`src/rtl/sao_offset_div_seq.sv`:
```
// SAO initial-offset stage, sequential version.
// Computes round(|sum|/cnt) with a bit-serial restoring divider, clips it to the
// offset range, applies the sum's sign and the EO valley/peak constraint, then
// stores the result into per-component EO (16 entries) and BO (32 bands) tables.
module sao_offset_div_seq #(
  parameter int SUM_W  = 14,
  parameter int CNT_W  = 10,
  parameter int OFF_W  = 5,
  parameter int N_COMP = 3
) (
  input  logic             clk,
  input  logic             rst,
  input  logic             clr,
  input  logic             in_valid,
  output logic             in_ready,
  input  logic [SUM_W-1:0] in_sum,
  input  logic [CNT_W-1:0] in_cnt,
  input  logic [1:0]       in_comp,
  input  logic             in_mode,
  input  logic [4:0]       in_idx,
  output logic             out_valid,
  output logic [OFF_W-1:0] out_offset,
  output logic [1:0]       out_comp,
  output logic             out_mode,
  output logic [4:0]       out_idx,
  input  logic [1:0]       rd_comp,
  input  logic             rd_mode,
  input  logic [4:0]       rd_idx,
  output logic [OFF_W-1:0] rd_offset
);

  localparam int D_W  = SUM_W + 2;
  localparam int IT_W = $clog2(D_W);
  localparam logic [IT_W-1:0]  LAST_IT    = IT_W'(D_W - 1);
  localparam logic [OFF_W-1:0] OFFSET_MAX = {1'b0, {(OFF_W-1){1'b1}}};
  localparam logic [2:0]       N_COMP_L   = 3'(N_COMP);

  typedef enum logic [1:0] {IDLE, DIV, FIN} state_t;

  state_t             state_q, state_d;
  logic [D_W-1:0]     dvd_q, dvd_d;
  logic [CNT_W:0]     dvs_q, dvs_d;
  logic [CNT_W:0]     rem_q, rem_d;
  logic [D_W-2:0]     quo_q, quo_d;
  logic [IT_W-1:0]    iter_q, iter_d;
  logic               neg_q, neg_d;
  logic [1:0]         comp_q, comp_d;
  logic               mode_q, mode_d;
  logic [4:0]         idx_q, idx_d;

  logic               out_valid_q, out_valid_d;
  logic [OFF_W-1:0]   out_offset_q, out_offset_d;
  logic [1:0]         out_comp_q, out_comp_d;
  logic               out_mode_q, out_mode_d;
  logic [4:0]         out_idx_q, out_idx_d;

  logic [OFF_W-1:0]   eo_tab_q [N_COMP][16];
  logic [OFF_W-1:0]   eo_tab_d [N_COMP][16];
  logic [OFF_W-1:0]   bo_tab_q [N_COMP][32];
  logic [OFF_W-1:0]   bo_tab_d [N_COMP][32];

  logic               accept;
  logic               in_zero;
  logic [SUM_W-1:0]   in_mag;
  logic [CNT_W+1:0]   trial;
  logic               trial_ge;
  logic [CNT_W:0]     rem_nxt;
  logic [D_W-1:0]     quo_nxt;
  logic               wr_en;
  logic               rd_ok;

  // Clip the quotient magnitude, re-apply the sign and zero any EO result whose
  // sign contradicts its category (valleys may not go negative, peaks not positive).
  function automatic logic [OFF_W-1:0] shape_offset(input logic [D_W-1:0] q,
                                                    input logic neg,
                                                    input logic mode,
                                                    input logic peak);
    logic [OFF_W-1:0] m;
    m = (|q[D_W-1:OFF_W-1]) ? OFFSET_MAX : {1'b0, q[OFF_W-2:0]};
    if (!mode && (neg != peak)) begin
      return '0;
    end
    return neg ? (~m + 1'b1) : m;
  endfunction

  assign in_ready = (state_q == IDLE) && !rst;
  assign accept   = in_valid && in_ready;
  assign in_zero  = (in_sum == '0) || (in_cnt == '0);
  assign in_mag   = in_sum[SUM_W-1] ? (~in_sum + 1'b1) : in_sum;

  // One restoring-division step: shift in the next dividend bit and subtract if it fits.
  always_comb begin
    trial    = {rem_q, dvd_q[D_W-1]};
    trial_ge = (trial >= {1'b0, dvs_q});
    rem_nxt  = trial_ge ? (trial[CNT_W:0] - dvs_q) : trial[CNT_W:0];
    quo_nxt  = {quo_q, trial_ge};
  end

  // Next-state and registered-output logic for the IDLE/DIV/FIN sequencer.
  always_comb begin
    state_d      = state_q;
    dvd_d        = dvd_q;
    dvs_d        = dvs_q;
    rem_d        = rem_q;
    quo_d        = quo_q;
    iter_d       = iter_q;
    neg_d        = neg_q;
    comp_d       = comp_q;
    mode_d       = mode_q;
    idx_d        = idx_q;
    out_valid_d  = 1'b0;
    out_offset_d = out_offset_q;
    out_comp_d   = out_comp_q;
    out_mode_d   = out_mode_q;
    out_idx_d    = out_idx_q;
    unique case (state_q)
      IDLE: begin
        if (accept) begin
          neg_d  = in_sum[SUM_W-1];
          comp_d = in_comp;
          mode_d = in_mode;
          idx_d  = in_idx;
          dvd_d  = {1'b0, in_mag, 1'b0} + {{(D_W-CNT_W){1'b0}}, in_cnt};
          dvs_d  = {in_cnt, 1'b0};
          rem_d  = '0;
          quo_d  = '0;
          iter_d = '0;
          if (in_zero) begin
            state_d      = FIN;
            out_valid_d  = 1'b1;
            out_offset_d = '0;
            out_comp_d   = in_comp;
            out_mode_d   = in_mode;
            out_idx_d    = in_idx;
          end else begin
            state_d = DIV;
          end
        end
      end
      DIV: begin
        dvd_d  = {dvd_q[D_W-2:0], 1'b0};
        rem_d  = rem_nxt;
        quo_d  = quo_nxt[D_W-2:0];
        iter_d = iter_q + 1'b1;
        if (iter_q == LAST_IT) begin
          state_d      = FIN;
          out_valid_d  = 1'b1;
          out_offset_d = shape_offset(quo_nxt, neg_q, mode_q, idx_q[1]);
          out_comp_d   = comp_q;
          out_mode_d   = mode_q;
          out_idx_d    = idx_q;
        end
      end
      FIN: begin
        state_d = IDLE;
      end
      default: begin
        state_d = IDLE;
      end
    endcase
  end

  // Sequencer, divider and output registers; reset abandons any request in flight.
  always_ff @(posedge clk) begin
    if (rst) begin
      state_q      <= IDLE;
      dvd_q        <= '0;
      dvs_q        <= '0;
      rem_q        <= '0;
      quo_q        <= '0;
      iter_q       <= '0;
      neg_q        <= 1'b0;
      comp_q       <= '0;
      mode_q       <= 1'b0;
      idx_q        <= '0;
      out_valid_q  <= 1'b0;
      out_offset_q <= '0;
      out_comp_q   <= '0;
      out_mode_q   <= 1'b0;
      out_idx_q    <= '0;
    end else begin
      state_q      <= state_d;
      dvd_q        <= dvd_d;
      dvs_q        <= dvs_d;
      rem_q        <= rem_d;
      quo_q        <= quo_d;
      iter_q       <= iter_d;
      neg_q        <= neg_d;
      comp_q       <= comp_d;
      mode_q       <= mode_d;
      idx_q        <= idx_d;
      out_valid_q  <= out_valid_d;
      out_offset_q <= out_offset_d;
      out_comp_q   <= out_comp_d;
      out_mode_q   <= out_mode_d;
      out_idx_q    <= out_idx_d;
    end
  end

  assign wr_en = (state_q == FIN) && ({1'b0, out_comp_q} < N_COMP_L) &&
                 (out_mode_q || !out_idx_q[4]);

  // Table update: clear beats the FIN write, out-of-range addresses are dropped.
  always_comb begin
    eo_tab_d = eo_tab_q;
    bo_tab_d = bo_tab_q;
    if (clr) begin
      for (int c = 0; c < N_COMP; c++) begin
        for (int i = 0; i < 16; i++) eo_tab_d[c][i] = '0;
        for (int i = 0; i < 32; i++) bo_tab_d[c][i] = '0;
      end
    end else if (wr_en) begin
      if (out_mode_q) begin
        bo_tab_d[out_comp_q][out_idx_q] = out_offset_q;
      end else begin
        eo_tab_d[out_comp_q][out_idx_q[3:0]] = out_offset_q;
      end
    end
  end

  // Offset table storage, zeroed on reset.
  always_ff @(posedge clk) begin
    if (rst) begin
      for (int c = 0; c < N_COMP; c++) begin
        for (int i = 0; i < 16; i++) eo_tab_q[c][i] <= '0;
        for (int i = 0; i < 32; i++) bo_tab_q[c][i] <= '0;
      end
    end else begin
      eo_tab_q <= eo_tab_d;
      bo_tab_q <= bo_tab_d;
    end
  end

  // Combinational read port; selects outside the tables read as zero.
  always_comb begin
    rd_ok     = ({1'b0, rd_comp} < N_COMP_L) && (rd_mode || !rd_idx[4]);
    rd_offset = '0;
    if (rd_ok) begin
      rd_offset = rd_mode ? bo_tab_q[rd_comp][rd_idx] : eo_tab_q[rd_comp][rd_idx[3:0]];
    end
  end

  assign out_valid  = out_valid_q;
  assign out_offset = out_offset_q;
  assign out_comp   = out_comp_q;
  assign out_mode   = out_mode_q;
  assign out_idx    = out_idx_q;

endmodule
```
`config.mk`:
```
export PLATFORM = sky130hd
export DESIGN_NAME = sao_offset_div_seq
export DESIGN_NICKNAME = d
export VERILOG_FILES = /design/src/rtl/sao_offset_div_seq.sv
export SDC_FILE = /design/constraint.sdc
export NUM_CORES = 2
export LEC_CHECK = 0
export CAP_MARGIN = 20
export CORE_MARGIN = 2
export CORE_UTILIZATION = 27
export CTS_BUF_LIST = sky130_fd_sc_hd__clkbuf_16
export CTS_CLUSTER_SIZE = 30
export DETAILED_ROUTE_END_ITERATION = 6
export SLEW_MARGIN = 20
export SYNTH_ARGS = -nofsm -noshare
export SYNTH_HDL_FRONTEND = slang
export SYNTH_SLANG_ARGS = --single-unit
```
`constraint.sdc`:
```
create_clock -name clk -period 6.78 [get_ports clk]
set_input_delay 1.356 -clock clk [delete_from_list [all_inputs] [get_ports clk]]
set_output_delay 1.356 -clock clk [all_outputs]
set_load 0.005 [all_outputs]
```
* Word-level counts from Yosys, hierarchy flattened
Index checks and enable logic that the tools add are counted.
** Cells by class
- Muxes and demuxes :: 65
- Reductions and logical operators :: 28
- Add/subtract/negate cells :: 5
- Equal/unequal tests :: 7
- Bitwise logic cells :: 9
- $lt $le $gt $ge :: 12
** Operators by type and width (count)
- 480-bit bitwise mux :: 1
- 160-bit two-way mux :: 3
- 160-bit binary-select mux with 2-bit select :: 1
- 160-bit demux with 2-bit select :: 1
- 240-bit bitwise mux :: 1
- 80-bit two-way mux :: 3
- 80-bit binary-select mux with 2-bit select :: 1
- 80-bit demux with 2-bit select :: 1
- 5-bit two-way mux :: 17
- 16-bit case mux with 2 select lines :: 1
- 15-bit case mux with 2 select lines :: 1
- 5-bit binary-select mux with 5-bit select :: 1
- 5-bit demux with 5-bit select :: 1
- 11-bit two-way mux :: 2
- 11-bit case mux with 2 select lines :: 1
- 5-bit binary-select mux with 4-bit select :: 1
- 5-bit demux with 4-bit select :: 1
- 5-bit case mux with 2 select lines :: 2
- 15-bit by 10-bit adder with 16-bit output :: 1
- 16-bit two-way mux :: 1
- 15-bit two-way mux :: 1
- 4-bit inverter with 5-bit output :: 3
- 14-bit by 1-bit adder with 14-bit output (second input constant) :: 1
- 14-bit logical NOT :: 1
- 37 further kinds :: 78
** Word-level totals
- Word-level logic and storage cells :: 285
- Register bits :: 801
- Input bits :: 44
- Output and inout port bits :: 20

* Longest topological paths before layout
- Depth in word-level cells :: 9
- Depth in mapped cells :: 14

* Worst setup path after synthesis
No wires, ideal clock.
- Kind :: input-to-output
- Start :: input port rd_idx[0]
- End :: output port rd_offset[0]
- Data required time :: 5424 ps
- Stages on the path :: 11
- Buffers on the path :: 5
- Data arrival time :: 3091 ps
- Slack :: 2333 ps
- Path through :: buf_2 > buf_4 > buf_6 > buf_2 > buf_2 > o221ai_1 > o31ai_1 > a31oi_1 > o41ai_1 > o2111ai_1 > nor2_1
** Between the ends
- Word-level cells in the longest chain between the ends :: 6
** RTL lines
- start, declared :: line 28 : input logic [4:0] rd_idx,
- 5-bit inverter with 6-bit output (not written as such) or 4-bit inverter with 5-bit output (tied branches) :: line 239 : rd_offset = rd_mode ? bo_tab_q[rd_comp][rd_idx] : eo_tab_q[rd_comp][rd_idx[3:0]];
- 5-bit binary-select mux with 5-bit select or 5-bit binary-select mux with 4-bit select (tied branches) :: line 239
- 5-bit two-way mux (not written as such) (2 in series) :: line 239
- 5-bit two-way mux (*) :: line 239
- 5-bit two-way mux (*) :: line 238 : if (rd_ok) begin
- end, declared :: line 29 : output logic [OFF_W-1:0] rd_offset
Every way passes the cells marked *; elsewhere a longest branch is shown, timed or not. The select of a mux whose other input is x is not followed.

* Final worst setup path
- Start :: input port rd_comp[0]
- End :: output port rd_offset[4]
** Between the ends
- Word-level cells in the longest chain between the ends :: 9
** RTL lines
- start, declared :: line 26 : input logic [1:0] rd_comp,
- 2-bit inverter with 3-bit output (not written as such) :: line 239
- 160-bit binary-select mux with 2-bit select or 80-bit binary-select mux with 2-bit select (tied branches) :: line 239
- 160-bit two-way mux (not written as such) or 80-bit two-way mux (tied branches) (2 in series) :: line 239
- 5-bit binary-select mux with 5-bit select or 5-bit binary-select mux with 4-bit select (tied branches) :: line 239
- 5-bit two-way mux (not written as such) (2 in series) :: line 239
- 5-bit two-way mux :: line 239
- 5-bit two-way mux (*) :: line 238
Marks and branches as above.

==> results.json <==
{
  "netlist.area_leader.share": 0.435,
  "cp-end-kind": "primary output",
  "post_cts_buffers": 0,
  "postSynthCellCount": 4537,
  "worst_slew_pin_slew_ps": 1120,
  "post-route-min-period_ps": 6190,
  "synth_top_cells_by_area": "dfxtp_1 43%, mux2i_1 9.5%, nand2_1 7.1%, a21oi_1 6.5%, nor2_1 5.6%",
  "ys_types": 85,
  "ys_ff_latch": 801,
  "required_ps": 5420,
  "outcome": "finished clean",
  "postCtsHoldBufs": 0,
  "io_pins": 64,
  "switching_share": 0.261,
  "p_sw_uw": 2660,
  "slowest_stage": "o311ai_0",
  "gp_congestion": 0.884,
  "grt_max_degree": 155,
  "synth_top_area_cell": "dfxtp_1",
  "area_growth_pct": 13.1,
  "core-area_mm2": 0.135,
  "slew_violations": 0,
  "first_iter_violations": 3863,
  "path_delay_family": "buffers and inverters",
  "avgViaCountPerCell": 5.39,
  "fp.dieH_um": 374,
  "synth_common_cells": "801 x dfxtp_1, 696 x nand2_1, 548 x nor2_1, 482 x a21oi_1, 404 x nand3_1",
  "firstDrtPassIters": 6,
  "max_freq_mhz": 161,
  "drt_wl_total_um": 127000,
  "path_buf_inv": 5,
  "numCtsBuffers": 84,
  "instances_no_fill": 6230,
  "tritoncts": "yes",
  "port_buffers": 63,
  "skew_ps": 60.7,
  "maxCapViolCount": 0,
  "power_frac_clock": 0.452,
  "seq_area_mm2": 0.0161,
  "synth_edf_count": 0,
  "grt_busiest_layer": "met2",
  "startpoint": "rd_comp[0]",
  "multi_input_area_mm2": 0.0190,
  "ant_nets": 0,
  "dieWidth_um": 374,
  "worstPathCellList": "buf_4, inv_8, buf_12, buf_4, o22ai_1, o311ai_0, nand4_1, o22ai_1, or3_1, clkdlybuf4s50_1",
  "grt_usage": 0.176,
  "avgRoutedWirePerCell_um": 20.4,
  "p_int_uw": 7540,
  "grt_pass1_vias": 31200,
  "synth-seq-area-share": 0.435,
  "setup-violations-final": 0,
  "synth-warning-count": 0,
  "clock-sinks": 801,
  "clk_pin_slew_worst_paths_ps": 60,
  "hp-class": "flop to flop",
  "hold_viol": 0,
  "fin_area_mm2": 0.0417,
  "p_per_area_mw_per_mm2": 245,
  "cp-start-kind": "primary input",
  "rsz0062_at_grt": "no",
  "fill_cells": 14300,
  "met1_usage": 0.244,
  "layout-drive-gt1-share": 0.0719,
  "synthArstFlopShare": 0,
  "root_buffer": "clkbuf_16",
  "num_rows": 135,
  "grt_pass1_wl_um": 195000,
  "p_leak_uw": 0.0146,
  "synth_ff_type": "dfxtp_1",
  "drc_errors": 0,
  "syn_area_mm2": 0.0369,
  "htreeDepth": 3,
  "place_area_mm2": 0.0390,
  "seqPwrFrac": 0.465,
  "r2r_start": "out_idx[1]",
  "syn_nets": 4606,
  "grt.overflow.total": 0,
  "path_max_fanout": 81,
  "crit_arrival_ps": 4840,
  "fin_crit_sh": 0.913,
  "final_nets": 4450,
  "die-area_mm2": 0.140,
  "slew_headroom": 0.256,
  "vias": 33600,
  "grt_use_met3": 0.0348,
  "crit_type": "primary input to primary output",
  "clockBufferDepth": 3,
  "holdCritStartpoint": "eo_tab_q[45]",
  "avgSynthCellArea_um2": 8.13,
  "start_util": 0.272,
  "met2_usage": 0.266,
  "clk_latency_ps": 730,
  "worst_path_largest_cell_delay_ps": 730,
  "cts_resized": 0,
  "peakVddDrop_v": 0.000163,
  "antenna_found_initial": 5,
  "dp_cells": 6076,
  "fin_setup_tns_ps": 0,
  "dpl.hpwl_um": 80600,
  "yosysMostFrequentCell": "dfxtp_1",
  "pwr-share-comb": 0.083
}
==> through the flow <==
stage / total power (uW) / setup WS, ps / hold WS [ps] / utilization
after detailed placement: 5680 / 716 / 443 / 0.288
final: 10200 / 588 / 449 / 0.308
after CTS: 10300 / 710 / 451 / 0.308
after floorplan: 5400 / 2330 / 426 / -
after global placement: 5680 / 539 / 438 / 0.288
after global routing: 10500 / 608 / 468 / 0.308
==> cells by family (layout without fill, tap and decap cells) <==
group,Yosys count,in the layout,share of synthesized area
AND/OR/NAND/NOR,1895,1895,0.227
AO/OA/AOI/OAI,983,983,0.168
flip-flops,801,801,0.435
buffers and inverters,439,350,0.0516
multiplexers,365,365,0.103
XOR/XNOR,29,29,0.00689
adder cells (fa/ha/maj),25,25,0.00889
other,0,1,0
==> registers in the layout, summed over array words and instances (netlist names), 10 cells and up <==
signal,flops
bo_tab_q,480
dvd_q,16
dvs_q,10
eo_tab_q,240
quo_q,15
rem_q,11
==> area by class of cell <==
type	instances	area share
clock buffers	85	0.0510
flip-flops and latches	801	0.385
well taps	1781	0.0534
inverters	24	0.00246
clock inverters	68	0.0138
repair buffers	173	0.0382
diodes	1	0.0000600
multi-input cells	3297	0.456
==> layout by cell type (no fill, tap or decap), types with 74 or more instances in the layout <==
master,n
a21oi_1,482
buf_4,101
clkbuf_16,85
dfxtp_1,795
mux2i_1,350
nand2_1,696
nand3_1,404
nor2_1,545
o22ai_1,120
or3_1,74
==> worst register-to-register path: stages (launching register included) <==
cell	delay, ps
dfxtp_1	1000
nand2b_1	390
nor2_2	910
nand3_1	550
mux2i_1	280
nor2_1	60
==> power by group through the flow <==
stage	Clock [uW]	Combinational (uW)	Sequential (uW)
6_report	4620	844	4750
5_1_grt	4880	907	4750
4_1_cts	4700	831	4750
3_5_place_dp	0	827	4850
3_3_place_gp	0	825	4850
2_1_floorplan	0	553	4840
==> routing by layer <==
metal  share of wire  vias up
li1                -    15700
met1            0.44    16200
met2            0.44     1466
met3           0.090      255
met4           0.036        8
met5         0.00041        -
==> worst paths after layout <==
| check | endpoint | slack, ps | cells past startpoint |
|---|---|---|---|
| min | eo_tab_q[45] | 450 | 2 |
| max reg2reg | bo_tab_q[189] | 3480 | 5 |
| min reg2reg | eo_tab_q[45] | 450 | 2 |
| max | rd_offset[4] | 590 | 10 |
Power figures use the tool's default switching activity.
